**src/rtl/rvfi_mon_pkg.sv**
```systemverilog
// Shared types for the RVFI retirement monitor: error codes, trace record
// layout, FSM states and the store-mask legality helper.
package rvfi_mon_pkg;

   typedef enum logic [2:0] {
      ERR_NONE     = 3'd0,
      ERR_PC_CHAIN = 3'd1,
      ERR_X0_WRITE = 3'd2,
      ERR_PC_ALIGN = 3'd3,
      ERR_WMASK    = 3'd4
   } err_e;

   // Compact trace record, 101 bits, MSB first: pc, insn, rd, rd data.
   typedef struct packed {
      logic [31:0] pc_rdata;
      logic [31:0] insn;
      logic [4:0]  rd_addr;
      logic [31:0] rd_wdata;
   } trace_rec_t;

   localparam int TRACE_W = $bits(trace_rec_t);

   typedef enum logic [1:0] {
      S_IDLE,
      S_RUN,
      S_ERR
   } mon_state_e;

   // Naturally aligned byte, halfword and word stores, or no store at all.
   function automatic logic wmask_legal(input logic [3:0] mask);
      logic legal;
      case (mask)
         4'b0000, 4'b0001, 4'b0010, 4'b0100, 4'b1000,
         4'b0011, 4'b1100, 4'b1111: legal = 1'b1;
         default:                   legal = 1'b0;
      endcase
      return legal;
   endfunction

endpackage

```
**src/rtl/mon_sync_fifo.sv**
```systemverilog
// Single-clock FIFO, registered read side (no fall-through), async reset,
// synchronous clear. Pointers carry one extra wrap bit to tell full from empty.
module mon_sync_fifo #(
   parameter int WIDTH = 101,
   parameter int DEPTH = 16
) (
   input  logic             clk,
   input  logic             rst,
   input  logic             clear_i,
   input  logic             push_i,
   input  logic             pop_i,
   input  logic [WIDTH-1:0] wdata_i,
   output logic [WIDTH-1:0] rdata_o,
   output logic             full_o,
   output logic             empty_o
);

   localparam int AW = $clog2(DEPTH);

   logic [WIDTH-1:0] mem [DEPTH];
   logic [AW:0]      wr_ptr_q;
   logic [AW:0]      rd_ptr_q;
   logic             do_push;
   logic             do_pop;

   assign empty_o = (wr_ptr_q == rd_ptr_q);
   assign full_o  = (wr_ptr_q[AW] != rd_ptr_q[AW]) &&
                    (wr_ptr_q[AW-1:0] == rd_ptr_q[AW-1:0]);

   // A pop frees the slot the simultaneous push lands in, so full+pop accepts.
   assign do_pop  = pop_i && !empty_o;
   assign do_push = push_i && (!full_o || do_pop);

   // Head is forced to zero while empty so stale storage never leaks out.
   assign rdata_o = empty_o ? '0 : mem[rd_ptr_q[AW-1:0]];

   // Pointer update: clear empties the FIFO without touching storage.
   always_ff @(posedge clk or posedge rst) begin
      // NOTE: state registers use non-blocking assignments so every flop samples pre-edge values.
      if (rst) begin
         wr_ptr_q <= '0;
         rd_ptr_q <= '0;
      end else if (clear_i) begin
         wr_ptr_q <= '0;
         rd_ptr_q <= '0;
      end else begin
         if (do_push) wr_ptr_q <= wr_ptr_q + (AW+1)'(1);
         if (do_pop)  rd_ptr_q <= rd_ptr_q + (AW+1)'(1);
      end
   end

   // Storage write.
   // NOTE: the array is deliberately not reset; pointers alone define validity, which keeps it RAM-mappable.
   always_ff @(posedge clk) begin
      if (do_push) mem[wr_ptr_q[AW-1:0]] <= wdata_i;
   end

endmodule

```
**src/rtl/rvfi_retire_monitor.sv**
```systemverilog
// RVFI retirement monitor: checks PC chain, x0 writes, PC alignment and store
// mask legality, counts retirements and buffers trace records in a FIFO.
module rvfi_retire_monitor
   import rvfi_mon_pkg::*;
#(
   parameter int          DEPTH    = 16,
   parameter logic [31:0] RESET_PC = 32'h0000_0000
) (
   input  logic                clk,
   input  logic                rst,
   input  logic                clear_i,
   input  logic                rvfi_valid_i,
   input  logic [31:0]         rvfi_insn_i,
   input  logic [31:0]         rvfi_pc_rdata_i,
   input  logic [31:0]         rvfi_pc_wdata_i,
   input  logic [4:0]          rvfi_rd_addr_i,
   input  logic [31:0]         rvfi_rd_wdata_i,
   input  logic [3:0]          rvfi_mem_wmask_i,
   output logic                trc_valid_o,
   input  logic                trc_ready_i,
   output logic [TRACE_W-1:0]  trc_data_o,
   output logic [31:0]         retired_o,
   output logic                overflow_o,
   output logic                error_o,
   output logic [2:0]          error_code_o,
   output logic [31:0]         error_pc_o
);

   mon_state_e  state_q, state_d;
   logic [31:0] exp_pc_q;
   logic [31:0] retired_q;
   logic        overflow_q;
   logic        error_q;
   err_e        err_code_q;
   logic [31:0] err_pc_q;
   err_e        chk_code;
   logic        new_err;
   logic        fifo_full;
   logic        fifo_empty;
   logic        fifo_push;
   logic        fifo_pop;
   trace_rec_t  rec;

   // Invariant checks in priority order; the first failing one names the error.
   always_comb begin
      // NOTE: default assigned first so no path leaves the signal unassigned (no latch).
      chk_code = ERR_NONE;
      if (rvfi_pc_rdata_i != exp_pc_q)
         chk_code = ERR_PC_CHAIN;
      else if (rvfi_rd_addr_i == 5'd0 && rvfi_rd_wdata_i != 32'd0)
         chk_code = ERR_X0_WRITE;
      else if (rvfi_pc_rdata_i[1:0] != 2'b00 || rvfi_pc_wdata_i[1:0] != 2'b00)
         chk_code = ERR_PC_ALIGN;
      else if (!wmask_legal(rvfi_mem_wmask_i))
         chk_code = ERR_WMASK;
   end

   // Clear wins over a same-cycle retirement; ERR freezes the first violation.
   assign new_err = rvfi_valid_i && !clear_i && (state_q != S_ERR) && (chk_code != ERR_NONE);

   // Next-state logic.
   always_comb begin
      state_d = state_q;
      if (clear_i)
         state_d = S_IDLE;
      else if (rvfi_valid_i && state_q != S_ERR)
         state_d = (chk_code != ERR_NONE) ? S_ERR : S_RUN;
   end

   // State register.
   always_ff @(posedge clk or posedge rst) begin
      if (rst) state_q <= S_IDLE;
      else     state_q <= state_d;
   end

   // Expected PC follows pc_wdata of every retirement, good or bad.
   always_ff @(posedge clk or posedge rst) begin
      if (rst)                   exp_pc_q <= RESET_PC;
      else if (clear_i)          exp_pc_q <= RESET_PC;
      else if (rvfi_valid_i)     exp_pc_q <= rvfi_pc_wdata_i;
   end

   // Retirement counter, counted ahead of the FIFO so drops are included.
   always_ff @(posedge clk or posedge rst) begin
      if (rst)                   retired_q <= '0;
      else if (clear_i)          retired_q <= '0;
      else if (rvfi_valid_i)     retired_q <= retired_q + 32'd1;
   end

   // Sticky first-error capture.
   always_ff @(posedge clk or posedge rst) begin
      if (rst) begin
         error_q    <= 1'b0;
         err_code_q <= ERR_NONE;
         err_pc_q   <= '0;
      end else if (clear_i) begin
         error_q    <= 1'b0;
         err_code_q <= ERR_NONE;
         err_pc_q   <= '0;
      end else if (new_err) begin
         error_q    <= 1'b1;
         err_code_q <= chk_code;
         err_pc_q   <= rvfi_pc_rdata_i;
      end
   end

   // Sticky overflow: a retirement arrived while full and nothing drained.
   always_ff @(posedge clk or posedge rst) begin
      if (rst)                                      overflow_q <= 1'b0;
      else if (clear_i)                             overflow_q <= 1'b0;
      else if (rvfi_valid_i && fifo_full && !fifo_pop) overflow_q <= 1'b1;
   end

   assign rec.pc_rdata = rvfi_pc_rdata_i;
   assign rec.insn     = rvfi_insn_i;
   assign rec.rd_addr  = rvfi_rd_addr_i;
   assign rec.rd_wdata = rvfi_rd_wdata_i;

   assign fifo_push = rvfi_valid_i && !clear_i;
   assign fifo_pop  = trc_valid_o && trc_ready_i;

   mon_sync_fifo #(
      .WIDTH (TRACE_W),
      .DEPTH (DEPTH)
   ) u_fifo (
      .clk     (clk),
      .rst     (rst),
      .clear_i (clear_i),
      .push_i  (fifo_push),
      .pop_i   (fifo_pop),
      .wdata_i (rec),
      .rdata_o (trc_data_o),
      .full_o  (fifo_full),
      .empty_o (fifo_empty)
   );

   assign trc_valid_o  = !fifo_empty;
   assign retired_o    = retired_q;
   assign overflow_o   = overflow_q;
   assign error_o      = error_q;
   assign error_code_o = err_code_q;
   assign error_pc_o   = err_pc_q;

endmodule

```
**config.mk**
```make
export PLATFORM = sky130hd
export DESIGN_NAME = rvfi_retire_monitor
export DESIGN_NICKNAME = d
export VERILOG_FILES = /design/src/rtl/rvfi_mon_pkg.sv /design/src/rtl/mon_sync_fifo.sv /design/src/rtl/rvfi_retire_monitor.sv
export SDC_FILE = /design/constraint.sdc
export NUM_CORES = 1
export LEC_CHECK = 0
export CORE_ASPECT_RATIO = 1.25
export CORE_MARGIN = 8
export CORE_UTILIZATION = 55
export CTS_CLUSTER_DIAMETER = 50
export DETAILED_ROUTE_END_ITERATION = 8
export PLACE_DENSITY = 0.77
export RECOVER_POWER = 100
export SKIP_LAST_GASP = 1
export SYNTH_ARGS = -nofsm -noshare
export SYNTH_HDL_FRONTEND = slang
export SYNTH_SLANG_ARGS = --single-unit
```
**constraint.sdc**
```tcl
create_clock -name clk -period 12.8 [get_ports clk]
set_input_delay 2.56 -clock clk [delete_from_list [all_inputs] [get_ports clk]]
set_output_delay 2.56 -clock clk [all_outputs]
set_load 0.1 [all_outputs]
```
==> Yosys cells after proc, flatten, opt, wreduce, memory -nomap -nowiden <==
Memories as Yosys holds them, arrays and structs flattened.
Cells that the tools add are included.
{ "classes": {"reduce_logical": 28, "muxes": 29, "add_sub_neg": 3, "n_eq_ne": 5} }
{ "op_table": {"columns": ["op", "n"], "rows": [
  ["$mux 32", 6],
  ["$mux 101", 1],
  ["$add 32x1->32 const B", 1],
  ["$ne 32x32->1", 1],
  ["$reduce_bool 32->1", 1],
  ["$mux 5", 4],
  ["$mux 3", 6],
  ["$reduce_bool 2->1", 8],
  ["$logic_and 1x1->1", 11],
  ["$add 5x1->5 const B", 2],
  ["$mux 1", 9],
  ["$mux 2", 3],
  ["$eq 5x5->1", 1],
  ["$logic_not 5->1", 1],
  ["$eq 4x4->1", 1],
  ["$logic_not 1->1", 4],
  ["$reduce_bool 3->1", 1],
  ["$logic_or 1x1->1", 2],
  ["$ne 2x2->1 const B", 1],
  ["$ne 1x1->1", 1]
]} }
{ "word_totals": {"wordCells": 76, "reg_bits": 113, "mem_bits_ro": 16, "mem_count": 2, "mem_bits_rw": 1616} }
{ "mem_list": {"columns": ["memory", "depth", "word_bits", "read_ports", "rd_clocked_by_memory_dff", "wr", "line_no", "source"], "rows": [
  ["u_fifo.mem", 16, 101, 1, 0, 1, "mon_sync_fifo.sv:20", "logic [WIDTH-1:0] mem [DEPTH];"],
  ["(no name shown)", 16, 1, 1, 0, 0, "rvfi_mon_pkg.sv:32", "case (mask)"]
]} }

==> Depth between registers and ports, before layout <==
Gate-level depths: netlist of the first run.
{ "logic_depth": {"word_depth": 13, "depth_mapped": 10, "mapped_depth_nobuf": 8} }

==> Hierarchy <==
A second synthesis of the first run with hierarchy kept.
{ "unflattened": {"cells_unflattened": 3029, "hier_area_um2": 66254.8} }
{ "modules_own_cells": {"columns": ["module", "n_inst", "area_per_inst_um2", "cells_each"], "rows": [
  ["mon_sync_fifo", 1, 61159.9, 2557],
  ["rvfi_retire_monitor", 1, 5094.9, 472]
]} }

==> Least setup slack after synthesis of the first run <==
OpenSTA, ideal clock, no wires.
{ "synth_path": {"kind": "input to register", "start": "input rvfi_valid_i", "end": "memory u_fifo.mem[3][0] (enable)", "setup_slack_ns": 2.010, "path_stages": 4, "setup_ns": 0.684, "required_time_ns": 12.116, "arrival_time_ns": 10.106, "n_path_buf": 1, "cell_sequence": "clkbuf_1 > o31ai_2 > nand3b_1 > nor3_1"} }
{ "synth_via": {"elab_chain_len": 4} }
{ "synth_lines": {"columns": ["item", "line_no", "source"], "rows": [
  ["from (decl)", "rvfi_retire_monitor.sv:12", "input logic rvfi_valid_i,"],
  ["$logic_and 1x1->1", "rvfi_retire_monitor.sv:119", "assign fifo_push = rvfi_valid_i && !clear_i;"],
  ["$logic_and 1x1->1", "mon_sync_fifo.sv:32", "assign do_push = push_i && (!full_o || do_pop);"],
  ["$mux 1", "mon_sync_fifo.sv:55", "if (do_push) mem[wr_ptr_q[AW-1:0]] <= wdata_i;"],
  ["$mux 1 (implied by the code)", "mon_sync_fifo.sv:55", null],
  ["to (decl)", "mon_sync_fifo.sv:20", null]
]} }
Every way passes these cells.

==> Worst setup path in the final report of the first run <==
{ "layout_path": {"start": "input rvfi_valid_i", "end": "memory u_fifo.mem[12][45] (enable)"} }
Same word-level chain as after synthesis.

==> results_dict.tcl, run 1 <==
set metrics [dict create \
    status "complete, but fails checks" \
    violations "max-capacitance violations, max-slew violations" \
    critPathMostFrequentCell "nor2_1" \
    setup_viol 0 \
    slowest_stage "clkbuf_2" \
    grt_overflow 0 \
    core_sq_um 121000 \
    critPathBufInv 3 \
    peakVddDrop_uv 141 \
    r2r_slack_ns 4.31 \
    fin_crit_sh_pct 81.8 \
    hold_violations 0 \
    die_w_microns 328 \
    ioPinCount 313 \
    ys.flop_type "edfxtp_1" \
    startpoint "rvfi_valid_i" \
    drive_gt1_share_pct 22.7 \
    worstReg2RegStart "u_fifo.rd_ptr_q[0]" \
    syn_area_per_cell_sq_um 22.9 \
    hold_class "flop to flop" \
    required_ns 13.07 \
    cts_resized 0 \
    routed_via_density 6.38 \
    syn-num-nets 3073 \
    clkSinkCount 1729 \
    pre_cts_slack_ns 4.86 \
    fin_area_sq_um 76900 \
    criticalPathCategory "input port to flop" \
    dp.cells 4731 \
    postPlaceCellArea_sq_um 71800 \
    drt_pass1_iterations 5 \
    synth_seq_cells 1729 \
    max_slew_margin_pct -211 \
    synthTopCellsByArea "edfxtp_1 (73%), mux4_2 (17%), dfrtp_1 (4.2%)" \
    clkLatencyLatePin_ns 0.79 \
    start_kind "input port" \
    maxCapViolCount 34 \
    cts_buffers 161 \
    cpPeakStageDelay_ns 2.78 \
    vias 32200 \
    max_freq_ghz 0.0955 \
    area_delta_synth_final_pct 14.9 \
    avgRoutedWirePerCell_microns 31.9 \
    grt_usage_pct 24.2 \
    first_iter_violations 3453 \
    fin_cells 5040 \
    die_h_microns 406 \
    drc 0 \
    min-delay-start "error_o" \
    min_period_ns 10.47 \
    postSynthCellCount 2924 \
    nNetsFinal 3448 \
    fin_tns_setup_ns 0 \
    h-tree-depth 4 \
    hpwlAfterDp_microns 80800 \
    clock_skew_ns 0.0493 \
    cts_root_buffer "clkbuf_16" \
    cp_max_fo 88 \
    cts_tree "yes" \
    yosysWarnings 0 \
    start_util_pct 55.2 \
    worstPathArrival_ns 10.74 \
    finalWirelength_microns 161000 \
    rsz0062_at_grt "false" \
    dieArea_sq_um 133000 \
    leakagePower_nw 24.4 \
    power_mw 13.5 \
    gp_congestion 0.785 \
    yosysTopAreaCell "edfxtp_1" \
    worst_pin_slew_ns 4.67 \
    ys_types 41 \
    cp_top_family "buffers and inverters" \
    hold_buffers 0 \
    synth_edf_count 1616 \
    grt_pass1_wl_microns 233000 \
    clk_pin_slew_worst_paths_ns 0.06 \
    yosysSeqAreaShare_pct 76.8 \
    antenna_found_initial 30 \
    io_buffers 312 \
    first_global_vias 34200 \
    timing.final.ws_setup_ns 2.33 \
    syn-cell-area_sq_um 66900 \
    post_cts_buffers 0 \
    clk_path_buf_depth 3 \
    slew_violations 1427 \
    antenna_left 0 \
    crit_chain "buf_2 -> clkbuf_1 -> o31ai_1 -> nor2_1 -> nand2_1 -> nor2_1 -> clkbuf_2" \
    critPathCaptureType "flop" \
    synthArstFlopShare_pct 6.54 \
    rows 143 \
    synth_top_area_share_pct 72.5 \
    p_per_area_nw_per_um2 176 \
    grt_max_degree 185 \
]
-- worst reg2reg max path, delay by kind of cell (launching register included) --
family	cells	cell delay [ns]
AOI/OAI and AO/OA	1	0.23
DFF	1	2.33
xor gates and xnor gates	1	0.27
buffers and inverters	1	2.79
and+or+nand+nor	4	2.24
-- stage by stage --
step | util, % | hold WS (ns)
6_report | 63.5 | 0.506
5_1_grt | 63.4 | 0.534
4_1_cts | 63.6 | 0.519
3_3_place_gp | 59.3 | 0.482
3_5_place_dp | 59.3 | 0.500
2_1_floorplan | - | 0.472
-- path summary, 6_finish.rpt --
path / endpoint / depth (start not counted)
min reg2reg: error_o / 1
min in group asynchronous: error_pc_o[6] / 2
max reg2reg: u_fifo.mem[12][45] / 7
max in group asynchronous: u_fifo.rd_ptr_q[2] / 3
min: error_o / 1
max: u_fifo.mem[12][45] / 7
-- cell families after synthesis --
family / Yosys count / synth area share, %
adder cells (fa/ha/maj): 7 / 0.131
AND/OR/NAND/NOR: 357 / 2.68
AO/OA/AOI/OAI: 23 / 0.234
XOR/XNOR: 72 / 0.943
buffers and inverters: 163 / 1.23
multiplexers: 573 / 18.0
flip-flops: 1729 / 76.8
-- registers in the layout (all words and copies together) (netlist names) --
| register | flops |
|---|---|
| error_code_o | 3 |
| u_fifo.rd_ptr_q | 5 |
| error_o | 1 |
| exp_pc_q | 32 |
| retired_o | 32 |
| u_fifo.mem | 1616 |
| u_fifo.wr_ptr_q | 5 |
| state_q | 2 |
| overflow_o | 1 |
| error_pc_o | 32 |
-- power by group --
group	leakage (nW)	total, mW	internal [mW]	switching, mW
sequential	16.1	6.29	6.24	0.0551
clock	2.54	4.77	2.69	2.08
combinational	5.73	2.48	0.861	1.62
total	24.4	13.5	9.79	3.75
-- synthesized netlist by cell type (2+ instances only) --
master / count
a21oi_1: 7
and2_1: 105
and3_1: 5
and4_1: 4
buf_1: 10
buf_2: 23
buf_4: 18
buf_6: 15
clkbuf_1: 86
dfrtp_1: 113
edfxtp_1: 1616
ha_1: 7
inv_1: 10
mux2i_1: 68
mux4_2: 505
nand2_1: 84
nand2b_1: 4
nand3_1: 15
nand4_1: 24
nor2_1: 90
nor3_1: 7
nor4_1: 12
o211a_1: 2
o21ai_0: 3
o21ai_1: 2
or3_1: 3
or4_1: 2
xnor2_1: 46
xor2_1: 26
-- layout make-up --
class                           count  area [sq um]
Sequential cell                  1729         51400
Fill cell                        7691         44300
Multi-Input combinational cell   1032         14700
Clock buffer                      199          4170
Timing Repair Buffer              364          3460
Tap cell                         1595          2000
Clock inverter                     98          1080
Inverter                           11          42.5
Antenna cell                       12          30.0
-- metal layers --
layer | vias to the layer above | routed length (microns) | track usage [%]
li1 | 13000 | - | -
met1 | 17100 | 58600 | 30.5
met2 | 1716 | 83100 | 41.9
met3 | 337 | 14200 | 5.43
met4 | 14 | 4870 | 7.79
met5 | - | 92 | 0
-- layout by cell type, fill, tap and decap left out, types with 5 or more instances in the layout --
master / Yosys / final
clkbuf_1: 86 / 53
diode_2: 0 / 12
and3_1: 5 / 5
inv_6: 0 / 8
clkinvlp_4: 0 / 6
dlygate4sd3_1: 0 / 268
edfxtp_1: 1616 / 1616
and2_1: 105 / 105
ha_1: 7 / 7
mux4_2: 505 / 505
a21oi_1: 7 / 7
clkbuf_2: 0 / 10
dfrtp_1: 113 / 110
nor3_1: 7 / 7
nand3_1: 15 / 15
clkbuf_16: 0 / 161
xnor2_1: 46 / 46
mux2i_1: 68 / 68
inv_1: 10 / 9
nor4_1: 12 / 13
nand4_1: 24 / 24
bufinv_16: 0 / 17
buf_4: 18 / 24
clkdlybuf4s50_1: 0 / 42
clkinv_8: 0 / 5
xor2_1: 26 / 26
clkinv_2: 0 / 25
nand2_1: 84 / 84
nor2_1: 90 / 90
clkinv_1: 1 / 28
Note: power is estimated with default switching activity, not from simulation.
==> run 2, diff against run 1 <==
--- a/config.mk
+++ b/config.mk
@@ -7,10 +7,10 @@
 export LEC_CHECK = 0
 export CORE_ASPECT_RATIO = 1.25
 export CORE_MARGIN = 8
-export CORE_UTILIZATION = 55
+export CORE_UTILIZATION = 54
 export CTS_CLUSTER_DIAMETER = 50
 export DETAILED_ROUTE_END_ITERATION = 8
-export PLACE_DENSITY = 0.77
+export PLACE_DENSITY = 0.78
 export RECOVER_POWER = 100
 export SKIP_LAST_GASP = 1
 export SYNTH_ARGS = -nofsm -noshare
==> constraint.sdc (replaced) <==
create_clock -name clk -period 9.3 [get_ports clk]
set_input_delay 1.86 -clock clk [delete_from_list [all_inputs] [get_ports clk]]
set_output_delay 1.86 -clock clk [all_outputs]
set_load 0.1 [all_outputs]
==> run 2 against run 1 <==
  * The flow still finishes with violations (max-capacitance violations, max-slew violations)
  * Sequential share of layout area decreased by 0.34 points
  * Clock skew decreased by 0.030 ns
  * Count of clock-buffer cells in the layout increased by 1
  * Design area increased by 0.52%
  * Total power increased by 39%
  * Critical path depth decreased by 1
  * Global-route usage decreased by 0.62 points
  * Combinational power increased by 37%
  * Register-to-register slack got worse by 0.42 ns
  * Utilization decreased by 0.67 points
  * Non-clock buffer count increased by 12
  * Via count decreased by 0.84%
  * Critical endpoint is now u_fifo.mem[7][31]
  * Largest cell class unchanged
==> results_dict.tcl, run 2 (synthesized netlist as in run 1, its figures left out) <==
set metrics [dict create \
    status "complete, but fails checks" \
    violations "max-capacitance violations, max-slew violations" \
    finalWirelength_microns 159000 \
    rows 144 \
    hold_violations 0 \
    clk_path_buf_depth 3 \
    postPlaceCellArea_sq_um 72000 \
    cpPeakStageDelay_ns 2.21 \
    start_util_pct 54.4 \
    drive_gt1_share_pct 23.7 \
    final_common_cell "edfxtp_1" \
    antenna_found_initial 24 \
    hold_buffers 0 \
    gp_congestion 0.748 \
    slew_violations 1447 \
    fin_crit_sh_pct 86.0 \
    required_ns 9.71 \
    nFillCells 7956 \
    p_per_area_nw_per_um2 243 \
    cts_root_buffer "clkbuf_16" \
    clock_skew_ns 0.0195 \
    clk_pin_slew_worst_paths_ns 0.06 \
    first_iter_violations 3427 \
    clkLatencyLatePin_ns 0.79 \
    routed_via_density 6.28 \
    h-tree-depth 4 \
    max_slew_margin_pct -123 \
    pre_cts_slack_ns 2.82 \
    drc 0 \
    timing.final.ws_setup_ns 1.30 \
    dieArea_sq_um 135000 \
    cp_max_fo 82 \
    criticalPathCategory "input port to flop" \
    hold_slack_ns 0.497 \
    maxCapViolCount 32 \
    avgRoutedWirePerCell_microns 31.2 \
    critPathCaptureType "flop" \
    power_mw 18.8 \
    grt_max_degree 142 \
    grt_pass1_wl_microns 230000 \
    area_delta_synth_final_pct 15.5 \
    first_global_vias 33700 \
    ioPinCount 313 \
    rsz0062_at_grt "false" \
    max_freq_ghz 0.125 \
    grt_usage_pct 23.6 \
    hpwlAfterDp_microns 80300 \
    fin_area_sq_um 77300 \
    largest_reg_flops 1616 \
    grt_overflow 0 \
    start_kind "input port" \
    clkSinkCount 1729 \
    die_w_microns 331 \
    setup_viol 0 \
    nNetsFinal 3466 \
    worstPathArrival_ns 8.41 \
    core_sq_um 123000 \
    fin_tns_setup_ns 0 \
    vias 31900 \
    mostFrequentLayoutCells "edfxtp_1 (1616), mux4_2 (505), dlygate4sd3_1 (266)" \
    leakagePower_nw 24.5 \
    drt_pass1_iterations 5 \
    io_buffers 312 \
    worst_pin_slew_ns 3.34 \
    cts_buffers 167 \
    hold_class "flop to flop" \
    die_h_microns 410 \
    crit_chain "buf_2 -> clkbuf_1 -> o31ai_1 -> nand3b_1 -> nor2_1 -> buf_12" \
    post_cts_buffers 0 \
    min_period_ns 8.00 \
    slowest_stage "clkbuf_1" \
    cts_tree "yes" \
    antenna_left 0 \
    cts_resized 0 \
    peakVddDrop_uv 199 \
]
## run 2: changes by cell type in the layout (fill, tap and decap cells not counted), moves of 3 or more
cell	before	now
clkbuf_1	53	46
nor2_1	90	82
clkbuf_2	10	21
diode_2	12	16
nor2_4	0	8
clkinv_1	28	32
clkbuf_16	161	169
inv_6	8	4
clkinvlp_4	6	11
clkinv_4	1	9
inv_8	1	4
## run 2: area by class of cell
cell class / count / area [sq um] / area share [%]
timing repair buffer: 376 / 3550 / 4.59
clock inverter: 110 / 1130 / 1.46
inverter: 11 / 42.5 / 0.0551
multi-input combinational: 1032 / 14800 / 19.1
clock buffer: 200 / 4350 / 5.62
tap: 1606 / 2010 / 2.60
sequential: 1729 / 51400 / 66.5
antenna: 16 / 40.0 / 0.0518
## run 2: worst max-delay path: cells and delay by family
kind            cells  cell delay (ns)
buf+inv             3             2.93
simple gates        2             2.63
compound gates      1             0.82
## run 2: final timing paths
kind,from,endpoint,slack (ns),cells past startpoint
worst max register to register,u_fifo.rd_ptr_q[2],u_fifo.mem[7][31],3.89,6
worst min-delay path,overflow_o,overflow_o,0.50,2
worst min register to register,overflow_o,overflow_o,0.50,2
min in group asynchronous,rst,error_pc_o[8],2.30,2
worst max-delay path,rvfi_valid_i,u_fifo.mem[7][31],1.30,6
max in group asynchronous,rst,retired_o[24],3.35,3
## run 2: where the power goes
group          total [mW]  internal [mW]  switching [mW]
sequential           8.65           8.58          0.0625
clock                6.73           3.80            2.93
combinational        3.41           1.18            2.22
## run 2: per-stage QoR
stage / util (%) / instances
3_3_place_gp: 58.5 / 4754
4_1_cts: 62.9 / 5064
6_report: 62.8 / 5080
2_1_floorplan: - / 2924
5_1_grt: 62.8 / 5069
3_5_place_dp: 58.5 / 4754
## run 2: metal layers
metal | global-route usage [%] | wire length (microns) | vias up
li1 | - | - | 13000
met1 | 30.4 | 59800 | 17000
met2 | 39.2 | 81000 | 1553
met3 | 5.73 | 13100 | 300
met4 | 8.32 | 4660 | 10
met5 | 0.616 | 169 | -
